--- src/rtl/reg_file_sb.sv ---
// rtl/reg_file_sb.sv - register file with write bypass, hardwired zero register and busy scoreboard
module reg_file_sb #(
    parameter int DATA_W   = 32,
    parameter int ADDR_W   = 5,
    parameter int ZERO_REG = 1,
    parameter int BYPASS   = 1
) (
    input  logic              clk,
    input  logic              rst,
    input  logic              wr_en,
    input  logic [ADDR_W-1:0] wr_addr,
    input  logic [DATA_W-1:0] wr_data,
    input  logic [ADDR_W-1:0] rd0_addr,
    input  logic [ADDR_W-1:0] rd1_addr,
    output logic [DATA_W-1:0] rd0_data,
    output logic [DATA_W-1:0] rd1_data,
    input  logic              issue_en,
    input  logic [ADDR_W-1:0] issue_addr,
    input  logic              flush,
    output logic              rd0_busy,
    output logic              rd1_busy,
    output logic [ADDR_W:0]   busy_cnt
);

    localparam int DEPTH = 1 << ADDR_W;

    logic [DATA_W-1:0] mem [DEPTH];
    logic [DEPTH-1:0]  busy;
    logic [DEPTH-1:0]  busy_next;
    logic [ADDR_W:0]   cnt_next;

    logic wr_zero;
    logic issue_zero;
    logic wr_live;
    logic set_eff;
    logic clr_eff;
    logic cnt_inc;
    logic cnt_dec;

    assign wr_zero    = (ZERO_REG != 0) && (wr_addr == '0);
    assign issue_zero = (ZERO_REG != 0) && (issue_addr == '0);
    assign wr_live    = wr_en && !rst && !wr_zero;
    assign set_eff    = issue_en && !flush && !issue_zero;
    assign clr_eff    = wr_en && !flush && !wr_zero;

    always_ff @(posedge clk) begin
        if (rst) begin
            for (int i = 0; i < DEPTH; i++) begin
                mem[i] <= '0;
            end
        end else if (wr_live) begin
            mem[wr_addr] <= wr_data;
        end
    end

    // A same-index set and clear cancel in the count because the newer producer keeps the bit.
    always_comb begin
        cnt_inc = set_eff && !busy[issue_addr];
        cnt_dec = clr_eff && busy[wr_addr] && !(set_eff && (issue_addr == wr_addr));
        busy_next = busy;
        if (clr_eff) begin
            busy_next[wr_addr] = 1'b0;
        end
        if (set_eff) begin
            busy_next[issue_addr] = 1'b1;
        end
        cnt_next = busy_cnt;
        if (cnt_inc && !cnt_dec) begin
            cnt_next = busy_cnt + 1'b1;
        end else if (cnt_dec && !cnt_inc) begin
            cnt_next = busy_cnt - 1'b1;
        end
    end

    always_ff @(posedge clk) begin
        if (rst || flush) begin
            busy     <= '0;
            busy_cnt <= '0;
        end else begin
            busy     <= busy_next;
            busy_cnt <= cnt_next;
        end
    end

    logic [ADDR_W-1:0] rd_addr [2];
    logic [DATA_W-1:0] rd_data [2];
    logic              rd_busy [2];

    assign rd_addr[0] = rd0_addr;
    assign rd_addr[1] = rd1_addr;
    assign rd0_data   = rd_data[0];
    assign rd1_data   = rd_data[1];
    assign rd0_busy   = rd_busy[0];
    assign rd1_busy   = rd_busy[1];

    for (genvar p = 0; p < 2; p++) begin : g_rd
        always_comb begin
            rd_data[p] = mem[rd_addr[p]];
            rd_busy[p] = busy[rd_addr[p]];
            if ((ZERO_REG != 0) && (rd_addr[p] == '0)) begin
                rd_data[p] = '0;
                rd_busy[p] = 1'b0;
            end else if ((BYPASS != 0) && wr_en && !rst && (wr_addr == rd_addr[p])) begin
                rd_data[p] = wr_data;
                rd_busy[p] = 1'b0;
            end
        end
    end

endmodule

--- config.mk ---
export PLATFORM = sky130hd
export DESIGN_NAME = reg_file_sb
export DESIGN_NICKNAME = d
export VERILOG_FILES = /design/src/rtl/reg_file_sb.sv
export SDC_FILE = /design/constraint.sdc
export NUM_CORES = 2
export LEC_CHECK = 0
export CAP_MARGIN = 15
export CORE_MARGIN = 3
export CORE_UTILIZATION = 35
export DETAILED_ROUTE_END_ITERATION = 6
export GPL_ROUTABILITY_DRIVEN = 0
export PLACE_DENSITY = 0.49
export SETUP_SLACK_MARGIN = 0.2
export SYNTH_ARGS = -nofsm -noshare
export SYNTH_HDL_FRONTEND = slang
export SYNTH_SLANG_ARGS = --single-unit
--- constraint.sdc ---
create_clock -name clk -period 5.1 [get_ports clk]
set_input_delay 1.02 -clock clk [delete_from_list [all_inputs] [get_ports clk]]
set_output_delay 1.02 -clock clk [all_outputs]
set_load 0.005 [all_outputs]
==> results.sh <==
export IMPL_status="complete, no violations"
export IMPL_clockBufferDepth=3
export IMPL_grt_max_degree=64
export IMPL_final_max_slew_viol_count=0
export IMPL_place_area_um2=64400
export IMPL_worstPathMaxFanout=14
export IMPL_drcViolationCount=0
export IMPL_grt_overflow=0
export IMPL_dieArea_um2=172000
export IMPL_grt_first_pass_wirelength_um=320000
export IMPL_netlist_top_cell_by_area="edfxtp_1"
export IMPL_fmax_mhz=204
export IMPL_finClkSkew_ps=5.23
export IMPL_io_buffers=128
export IMPL_netlist_area_um2=58300
export IMPL_start_kind="primary input"
export IMPL_tightest_slew_ps=1230
export IMPL_end_kind="primary output"
export IMPL_wl_per_cell_um=34.3
export IMPL_dp_cells=6441
export IMPL_synth_ff_type="edfxtp_1"
export IMPL_initial_core_util=0.353
export IMPL_synth_cells=4163
export IMPL_async_reset_ff_frac=0
export IMPL_synth_enable_flop_cells=1024
export IMPL_cts_buffers=119
export IMPL_grt_use_total=0.262
export IMPL_power_density_nw_per_um2=321
export IMPL_clk_latency_ps=750
export IMPL_clk_pin_slew_ps=50
export IMPL_coreArea_um2=165000
export IMPL_synth_distinct_cells=73
export IMPL_setup_viol=0
export IMPL_htree_levels=3
export IMPL_cp_data_arrival_time_ps=3890
export IMPL_worstPathRequired_ps=4080
export IMPL_fin_crit_ps=4910
export IMPL_regToRegSetupSlack_ps=1620
export IMPL_crit_start="rd1_addr[4]"
export IMPL_drive_above_1_share=0.257
export IMPL_num_vias=39900
export IMPL_drtIter0Drc=5201
export IMPL_final_cells=6669
export IMPL_rsz0062_at_grt="true"
export IMPL_die_height_um=414
export IMPL_cts_tree="yes"
export IMPL_yosysSeqAreaShare=0.540
export IMPL_peakVddDrop_mv=0.307
export IMPL_slew_headroom=0.179
export IMPL_hold_buffers=0
export IMPL_syn_to_final_growth_pct=16.9
export IMPL_clockRootBuffer="clkbuf_16"
export IMPL_synth_area_leaders="edfxtp_1 (53%), mux4_2 (17%), and2_1 (9.0%)"
export IMPL_ant_nets=0
export IMPL_p_leak_nw=23.4
export IMPL_die_w_um=414
export IMPL_first_global_vias=40400
export IMPL_hold_violations=0
export IMPL_finalWirelength_um=229000
export IMPL_num_rows=149
export IMPL_regToRegEndpoint="busy_cnt[5]"
export IMPL_ys_warn_count=0
export IMPL_crit_type="in2out"
export IMPL_clock_sinks=1062
export IMPL_hold_class="reg2reg"
export IMPL_rr_worst_depth=12
export IMPL_via_per_inst=5.99
export IMPL_dpl_hpwl_um=146000
export IMPL_synth_seq_cells=1062
export IMPL_final_cell_area_um2=68200
export IMPL_timing_final_ws_setup_ps=190
export IMPL_pre_cts_ws_ps=-67.4
export IMPL_io_pins=129
export IMPL_fin_crit_sh=0.963
export IMPL_r2r_start="busy[19]"
export IMPL_final_nets=4438
export IMPL_drt_first_pass_iters=6
export IMPL_maxCapViolations=0
export IMPL_syn_area_per_cell_um2=14.0
export IMPL_antenna_found_initial=14
export IMPL_synth_top_area_share=0.527
export IMPL_endpoint="rd1_data[15]"
## sequential cells by signal, summed over array words and instances, names as in the netlist
signal / flops
busy_cnt: 6
busy: 32
mem: 1024
## cell usage after synthesis, types with 18 or more instances
cell,count
buf_6,18
and2_1,836
mux4_2,447
mux2_2,44
nand3_1,29
edfxtp_1,1024
a221oi_1,48
mux2i_1,206
or2_2,36
buf_2,91
a21oi_1,96
nor2_1,60
o21bai_1,21
nor2b_1,27
inv_1,22
nand2_1,81
buf_4,19
buf_1,33
o221ai_1,28
o21ai_0,79
dfxtp_1,38
a211oi_1,49
a22oi_1,54
nor3_1,209
o22ai_1,74
clkbuf_1,280
a211o_1,32
## cells in the final DEF, fill, tap and decap left out, types with 78 or more instances in the layout
master and n:
a21oi_1 92, and2_1 836, buf_4 312, clkbuf_16 124
clkdlybuf4s50_1 118, edfxtp_1 1024, mux2i_1 206, mux4_2 447
nand2_1 79, nor3_1 209, o21ai_0 78
## how the worst min path moves through the flow
stage	cells after the start	endpoint	from	slack, ps
after floorplan	2	busy[0]	busy[0]	440
after global placement	2	busy[0]	busy[0]	480
after detailed placement	2	busy[0]	busy[0]	480
after CTS	2	busy[0]	busy[0]	480
after global routing	2	busy[0]	busy[0]	530
final	2	busy[0]	busy[0]	490
## layer usage
| metal | vias to the layer above | wire [um] | track usage |
|---|---|---|---|
| li1 | 16600 | - | - |
| met1 | 21100 | 95800 | 0.360 |
| met2 | 1882 | 108000 | 0.422 |
| met3 | 362 | 15600 | 0.0358 |
| met4 | 0 | 9490 | 0.0986 |
| met5 | - | 0 | 0 |
## cell families after synthesis
family	share of synthesized area
AOI/OAI and AO/OA	0.0673
xor gates and xnor gates	0.00285
adders and majority gates	0.00142
buffers and inverters	0.0376
DFF	0.540
muxes	0.216
other	0.0000643
and+or+nand+nor	0.134
## where the power goes
part / total, mW / leakage (nW) / internal (mW) / switching, mW
clock network: 8.40 / 1.80 / 4.68 / 3.71
logic: 3.23 / 11.6 / 1.38 / 1.85
registers: 10.3 / 10.1 / 10.0 / 0.232
## timing repair
item,CTS,global route
pin swaps,0,1
endpoints found under the setup margin,11,11
setup buffers,0,1
gates resized for setup,12,8
gates cloned,0,1
## stage by stage
step / util / power [mW] / hold WS, ps / TNS [ps]
floorplan: - / 12.0 / 436 / 0
global placement: 0.389 / 13.6 / 479 / -168
detailed placement: 0.389 / 13.6 / 480 / -67.4
CTS: 0.412 / 22.0 / 483 / 0
global route: 0.412 / 22.5 / 529 / 0
finish: 0.412 / 21.9 / 491 / 0
## worst max-delay path, stage by stage
cell	delay, ps
buf_2	260
buf_12	250
nor2_1	600
buf_4	310
a22o_1	300
nor2_1	80
o211ai_1	440
clkdlybuf4s50_1	600
## final cells by class
cell class	count	area, um^2
diodes	3	7.51
clock buffers	153	3190
clock inverters	70	487
fillers	15100	97200
inverters	23	86.3
multi-input cells	2660	25100
flip-flops and latches	1062	31500
well taps	2189	2740
repair buffers	509	5080
No activity file was read; power rests on OpenSTA's default activity.
